<file path="src/rtl/conv_enc_213_if.sv">
// Frame/symbol handshake bundle between a bit source and the (2,1,3) convolutional encoder.
// The master drives framing and data; the slave (encoder) returns code symbols and status.
interface conv_enc_213_if #(
   parameter int N = 2,
   parameter int K = 1
);
   logic         start;
   logic [K-1:0] din;
   logic         din_valid;
   logic         din_ready;
   logic [N-1:0] Tx;
   logic         tx_valid;
   logic         seq_ready;
   logic         busy;

   modport master (
      output start, din, din_valid,
      input  din_ready, Tx, tx_valid, seq_ready, busy
   );

   modport slave (
      input  start, din, din_valid,
      output din_ready, Tx, tx_valid, seq_ready, busy
   );
endinterface

</file>
<file path="src/rtl/conv_enc_213.sv">
// Rate-1/2 memory-3 convolutional encoder: L data bits per frame, then M zero tail bits
// to drive the trellis back to state 0, then a one-cycle seq_ready pulse.
module conv_enc_213 #(
   parameter int           N  = 2,
   parameter int           K  = 1,
   parameter int           M  = 3,
   parameter int           L  = 16,
   parameter logic [M:0]   G0 = 4'b1111,
   parameter logic [M:0]   G1 = 4'b1101
) (
   input  logic          clock,
   input  logic          reset,
   conv_enc_213_if.slave bus
);
   typedef enum logic [1:0] {S_IDLE, S_DATA, S_TAIL, S_DONE} state_t;

   localparam logic [7:0] L_LAST = 8'(L - 1);
   localparam logic [7:0] M_LAST = 8'(M - 1);

   state_t         r_state;
   logic [M-1:0]   r_sr;
   logic [7:0]     r_cnt;
   logic [N-1:0]   r_tx;
   logic           r_tx_valid;
   logic           r_seq_ready;

   logic           w_u;
   logic           w_step;
   logic [M:0]     w_v;
   logic           w_c0;
   logic           w_c1;

   // Tail steps feed u=0 without waiting for the source.
   assign w_u    = (r_state == S_DATA) ? bus.din[0] : 1'b0;
   assign w_step = ((r_state == S_DATA) && bus.din_valid) || (r_state == S_TAIL);
   assign w_v    = {w_u, r_sr};
   assign w_c0   = ^(G0 & w_v);
   assign w_c1   = ^(G1 & w_v);

   always_ff @(posedge clock or posedge reset) begin
      if (reset) begin
         r_state     <= S_IDLE;
         r_sr        <= '0;
         r_cnt       <= '0;
         r_tx        <= '0;
         r_tx_valid  <= 1'b0;
         r_seq_ready <= 1'b0;
      end else begin
         r_tx_valid  <= 1'b0;
         r_seq_ready <= 1'b0;
         if (w_step) begin
            r_tx       <= N'({w_c0, w_c1});
            r_tx_valid <= 1'b1;
            r_sr       <= {w_u, r_sr[M-1:1]};
         end
         case (r_state)
            S_IDLE: begin
               if (bus.start) begin
                  r_sr    <= '0;
                  r_cnt   <= '0;
                  r_state <= S_DATA;
               end
            end
            S_DATA: begin
               if (bus.din_valid) begin
                  if (r_cnt == L_LAST) begin
                     r_cnt   <= '0;
                     r_state <= S_TAIL;
                  end else begin
                     r_cnt <= r_cnt + 8'd1;
                  end
               end
            end
            S_TAIL: begin
               if (r_cnt == M_LAST) begin
                  r_cnt   <= '0;
                  r_state <= S_DONE;
               end else begin
                  r_cnt <= r_cnt + 8'd1;
               end
            end
            S_DONE: begin
               r_seq_ready <= 1'b1;
               r_state     <= S_IDLE;
            end
            default: r_state <= S_IDLE;
         endcase
      end
   end

   // din_ready depends on state alone so the source never sees a combinational loop.
   assign bus.din_ready = (r_state == S_DATA);
   assign bus.busy      = (r_state != S_IDLE);
   assign bus.Tx        = r_tx;
   assign bus.tx_valid  = r_tx_valid;
   assign bus.seq_ready = r_seq_ready;
endmodule

</file>
<file path="src/flat_wrapper.sv">
// flat-port wrapper written by rule: the top's interface ports become plain ports
module conv_enc_213_flat 
#(
   parameter int           N  = 2,
   parameter int           K  = 1,
   parameter int           M  = 3,
   parameter int           L  = 16,
   parameter logic [M:0]   G0 = 4'b1111,
   parameter logic [M:0]   G1 = 4'b1101
)
  (clock, reset, bus_start, bus_din, bus_din_valid, bus_din_ready, bus_Tx, bus_tx_valid, bus_seq_ready, bus_busy);
  conv_enc_213_if #(.N(N), .K(K)) bus_i ();
  input  logic clock;
  input  logic reset;
  input wire logic [$bits(bus_i.start)-1:0] bus_start;
  input wire logic [$bits(bus_i.din)-1:0] bus_din;
  input wire logic [$bits(bus_i.din_valid)-1:0] bus_din_valid;
  output wire logic [$bits(bus_i.din_ready)-1:0] bus_din_ready;
  output wire logic [$bits(bus_i.Tx)-1:0] bus_Tx;
  output wire logic [$bits(bus_i.tx_valid)-1:0] bus_tx_valid;
  output wire logic [$bits(bus_i.seq_ready)-1:0] bus_seq_ready;
  output wire logic [$bits(bus_i.busy)-1:0] bus_busy;
  assign bus_i.start = bus_start;
  assign bus_i.din = bus_din;
  assign bus_i.din_valid = bus_din_valid;
  assign bus_din_ready = bus_i.din_ready;
  assign bus_Tx = bus_i.Tx;
  assign bus_tx_valid = bus_i.tx_valid;
  assign bus_seq_ready = bus_i.seq_ready;
  assign bus_busy = bus_i.busy;
  conv_enc_213 #(.N(N), .K(K), .M(M), .L(L), .G0(G0), .G1(G1)) u_core (.clock(clock), .reset(reset), .bus(bus_i));
endmodule
</file>
<file path="config.mk">
export PLATFORM = sky130hd
export DESIGN_NAME = conv_enc_213_flat
export DESIGN_NICKNAME = d
export VERILOG_FILES = /design/src/rtl/conv_enc_213_if.sv /design/src/rtl/conv_enc_213.sv /design/src/flat_wrapper.sv
export SDC_FILE = /design/constraint.sdc
export NUM_CORES = 1
export LEC_CHECK = 0
export CORE_MARGIN = 2
export CORE_UTILIZATION = 53
export DETAILED_ROUTE_END_ITERATION = 8
export PLACE_DENSITY = 0.76
export SETUP_SLACK_MARGIN = 0.05
export SYNTH_ARGS = -nofsm -noshare
export SYNTH_HDL_FRONTEND = slang
export SYNTH_SLANG_ARGS = --single-unit
</file>
<file path="constraint.sdc">
create_clock -name clock -period 4.7 [get_ports clock]
set_input_delay 0.47 -clock clock [delete_from_list [all_inputs] [get_ports clock]]
set_output_delay 0.47 -clock clock [all_outputs]
set_load 0.01 [all_outputs]
</file>
* Yosys cells after proc, flatten, opt, wreduce, memory -nomap -nowiden
Index checks and enable logic that the tools add are counted.
** Cells by class
- Multiplexer cells :: 16
- Reduce and logical (&&, ||, !) cells :: 9
- Add/subtract/negate cells :: 1
- Equality and inequality tests :: 9
** Operators with widths (number)
- 2-to-1 mux 8 bit :: 4
- one-hot mux 8 bit (3 select lines) :: 1
- 2-to-1 mux 3 bit :: 3
- adder 8 x 1 -> 8 bit, second input constant :: 1
- == test 8 x 2 -> 1 bit, second input constant :: 1
- == test 8 x 4 -> 1 bit, second input constant :: 1
- 2-to-1 mux 2 bit :: 4
- one-hot mux 2 bit (4 select lines) :: 1
- XOR reduction 4 bit :: 2
- != test 2 bit, second input constant :: 3
- == test 2 bit, second input constant :: 2
- AND reduction 4 bit :: 1
- 2-to-1 mux 1 bit :: 3
- AND reduction 3 bit :: 1
- nonzero test 3 bit :: 1
- == test 2 x 1 -> 1 bit, second input constant :: 1
- logical NOT 2 bit :: 1
- != test 2 x 1 -> 1 bit, second input constant :: 1
- nonzero test 2 bit :: 1
- logical AND 1 bit :: 1
- logical OR 1 bit :: 1
** Storage, ports and cells
- Register bits after elaboration :: 17
- Logic and storage cells :: 41
- Bits of input ports :: 5

* Longest topological paths before layout
- Depth after elaboration :: 6
- Depth in mapped cells :: 7

* Worst setup path before layout
Ideal clock, no wire load.
- Path kind :: reg2reg
- From :: register u_core.r_state[1]
- To :: register u_core.r_cnt[5]
- Arrival time :: 1730 ps
- Stages on the path, launching flop included :: 7
- Setup time :: 116 ps
- Slack :: 2855 ps
- Cells stage by stage :: dfrtp_1 inv_1 ha_1 and2_1 a21boi_0 nor2_1 o311ai_0
** Between the ends
- Longest elaborated chain between the ends :: 3
- Elaborated cells on any way between the ends :: 8
- Classes of those cells :: 4 x eq/ne; 1 x mux; 3 x reduce/logical
** Ends and longest elaborated chain
- start, declared :: line conv_enc_213.sv:20 : state_t r_state;
- start signal, assigned :: line conv_enc_213.sv:42 : r_state <= S_IDLE;
- start signal, assigned :: line conv_enc_213.sv:61 : r_state <= S_DATA;
- start signal, assigned :: line conv_enc_213.sv:68 : r_state <= S_TAIL;
- == test 2 x 1 -> 1 bit *
- named net bus_din_ready :: line flat_wrapper.sv:18 : output wire logic [$bits(bus_i.din_ready)-1:0] bus_din_ready;
- != test 2 bit (no source line) / nonzero test 3 bit (equally long branches)
- AND reduction 3 bit (no source line)
- end signal, assigned :: line conv_enc_213.sv:70 : r_cnt <= r_cnt + 8'd1;
- end signal, assigned :: line conv_enc_213.sv:79 : r_cnt <= r_cnt + 8'd1;
- end, declared :: line conv_enc_213.sv:22 : logic [7:0] r_cnt;
The timed path passes the listed nets; every way through them passes the cells marked *.
A chain may end at the register's enable or synchronous reset.

* Final worst setup path
- From :: register u_core.r_state[1]
- To :: output bus_din_ready
** Between the ends
- Longest elaborated chain between the ends :: 1
** Ends and longest elaborated chain
- == test 2 x 1 -> 1 bit :: line conv_enc_213.sv:92 : assign bus.din_ready = (r_state == S_DATA);
- end, declared :: line flat_wrapper.sv:18
Every way passes these cells.

==> metrics.md <==
| Metric | Value |
|---|---|
| CTS clk-pin slew, worst paths | `0.10 ns` |
| Io pins | `11` |
| Num CTS Buffers | `3` |
| CORE AREA | `1730 um^2` |
| Register-to-Register Path Depth | `6` |
| Clk Latency, worst-skew pair | `0.29 ns` |
| DRT Wirelength | `1760 um` |
| Top cell type's share of synthesized area | `0.435` |
| Max VDD drop | `0.000348 V` |
| Share of flip-flops with an asynchronous set or reset | `1.00` |
| DR top layer | `met4` |
| Post-Synthesis Cells | `103` |
| Synthesis warning total | `0` |
| Synth cell types | `29` |
| Overall Global Routing Usage | `0.194` |
| Share of layout cells above drive strength 1 | `0.0431` |
| Post-synthesis sequential area ratio | `0.435` |
| Rel. slew slack | `0.566` |
| Post-synth top area cell | `dfrtp_1` |
| Wire length on met2 | `755 um` |
| Least-Margin Pin Slew | `0.652 ns` |
| #FFs+latches synth | `17` |
| Diode count | `0` |
| Pre-CTS setup slack | `2.59 ns` |
| GRT overflow | `0` |
| Initial Util | `0.566` |
| RSZ-0062 raised after global routing | `false` |
| # rows | `15` |
| Via density | `5.30` |
| Hold Buf Count CTS | `0` |
| TritonCTS Sinks | `17` |
| Static Leak | `0.502 nW` |
| Largest net degree at the start of global routing | `18` |
| Endpoint class of the critical path | `output pin` |
| Max Cap Viol | `0` |
| Hold depth | `2` |
| Final WS setup | `2.55 ns` |
| Setup crit start kind | `flop` |
| Antenna violations before repair | `0` |
| Global-route wire length before repair | `2990 um` |
| WS Path Type | `flop to output pin` |
| Status | `finished, final reports clean` |
| DIE WIDTH | `46.9 um` |
| Vias in the first global route | `693` |
| WL met3 | `53 um` |
| Fin Clk Skew | `0.00357 ns` |
| Vias | `747` |
| Period utilization | `0.457` |
| DP Wirelength | `1330 um` |
| Antenna viol nets, final | `0` |
| Nets | `129` |
| Max Buffers Root-to-Sink | `2` |
| Critical Path Fanout Max | `6` |
| Drt first pass iters | `4` |
| IO Port Bufs | `10` |
| Avg WL per Cell | `12.5 um` |
| Post-Syn Area | `977 um^2` |
| Setup TNS | `0 ns` |
| Crit path DAT | `1.68 ns` |
| Total power | `0.654 mW` |
| Routability cong. | `0.834` |
| CTS tree | `yes` |
| Fin util | `0.655` |
| Worst hold slack | `0.501 ns` |
| Post_cts resized | `0` |
| H-tree lvl count | `1` |
| Fmax achieved | `465 MHz` |
| Largest cells by area after synthesis | `dfrtp_1 44%, ha_1 9.0%, nand2_1 6.1%` |
| Chip height | `46.9 um` |
| Post-synth EDFFs | `0` |
| Top FF cell, synth | `dfrtp_1` |
| Syn_nets | `115` |
| Metal1 wirelength | `932 um` |
| Die area | `2200 um^2` |
| Clock root buffer | `clkbuf_4` |
| Min Tclk post-route | `2.15 ns` |
| Post CTS Setup Buffer Count | `0` |
| Critical Path RT | `4.23 ns` |
| Syn_area_per_cell | `9.49 um^2` |
| Drt drc | `0` |
| Hold Crit Class | `flop to flop` |
| Pins over their slew limit | `0` |
| Final setup viols | `0` |
| Final Hold Viols | `0` |
| 1st-iter DRT viols | `9` |
| PwrDens | `579 nW/um^2` |
| Syn-to-layout area delta | `15.7%` |
## stage by stage
stage	cells	area, um^2
floorplan	103	977
global route	141	1130
CTS	141	1130
global placement	137	1100
detailed placement	137	1100
finish	141	1130
## critical path: stages, from the launching register on
cell and delay, ns:
dfrtp_1 0.43, inv_1 0.12, ha_1 0.27, clkdlybuf4s50_1 0.57
## metal layers
layer / track usage / up-vias
met1: 0.271 / 339
li1: - / 392
met2: 0.285 / 13
met3: 0.0346 / 3
met4: 0.100 / 0
met5: 0 / -
## where the power goes
part,total (mW),internal [mW],switching (mW)
clock,0.0786,0.0330,0.0455
sequential,0.225,0.191,0.0334
combinational,0.351,0.158,0.194
total,0.654,0.382,0.273
## cells in the final DEF (no fill, tap or decap), drive strengths merged, types with 2 or more instances in the layout
cell type and instances:
a21boi 2, a21oi 7, and2 2, clkbuf 4, clkdlybuf4s50 10, dfrtp 17, ha 7, inv 8
mux2i 4, nand2 16, nand3 3, nor2 7, nor2b 2, nor3 2, nor4 2, o2111ai 2
o211ai 3, o21ai 6, o311ai 3, xnor2 2
## path summary, 6_finish.rpt
| check | from | to | slack (ns) |
|---|---|---|---|
| hold reg to reg | u_core.bus.Tx[1]$_DFFE_PP0N_ | u_core.bus.Tx[1]$_DFFE_PP0N_ | 0.50 |
| hold / removal | u_core.bus.Tx[1]$_DFFE_PP0N_ | u_core.bus.Tx[1]$_DFFE_PP0N_ | 0.50 |
| min in group asynchronous | reset | u_core.r_cnt[6]$_DFFE_PP0P_ | 0.54 |
| max in group asynchronous | reset | u_core.r_sr[0]$_DFF_PP0_ | 3.75 |
| setup / recovery | u_core.r_state[1]$_DFFE_PP0P_ | bus_din_ready | 2.55 |
| setup reg to reg | u_core.r_state[1]$_DFFE_PP0P_ | u_core.r_cnt[5]$_DFFE_PP0P_ | 2.56 |
## synthesized netlist by cell type, types with 2 or more instances
master	number
a21oi_1	7
nor3_1	2
and2_1	2
nand2_1	16
nor2b_1	2
mux2i_1	4
o211ai_1	3
dfrtp_1	17
inv_1	8
nand3_1	3
xnor2_1	2
o311ai_0	2
ha_1	7
nor2_1	7
o2111ai_1	2
o21ai_0	6
## area by class of cell
cell class / instances / area [um^2]
Inverter: 8 / 30.0
Fill cell: 137 / 596
Clock buffer: 4 / 26.3
Multi-Input combinational cell: 77 / 518
Tap cell: 25 / 31.3
Sequential cell: 17 / 425
Timing Repair Buffer: 10 / 100
## registers in the layout, summed over array words and instances, names as in the netlist
| name | count |
|---|---|
| u_core.bus.tx_valid | 1 |
| u_core.bus.seq_ready | 1 |
| u_core.r_cnt | 8 |
| u_core.r_state | 2 |
| u_core.bus.Tx | 2 |
| u_core.r_sr | 3 |
## logic make-up after synthesis
logic type | after synthesis | synth area share
and+or+nand+nor | 37 | 0.188
AOI/OAI and AO/OA | 25 | 0.169
DFF | 17 | 0.435
buffers and inverters | 9 | 0.0346
adders and majority gates | 7 | 0.0896
muxes | 5 | 0.0563
xor gates and xnor gates | 3 | 0.0269
(Power assumes the default switching activity.)
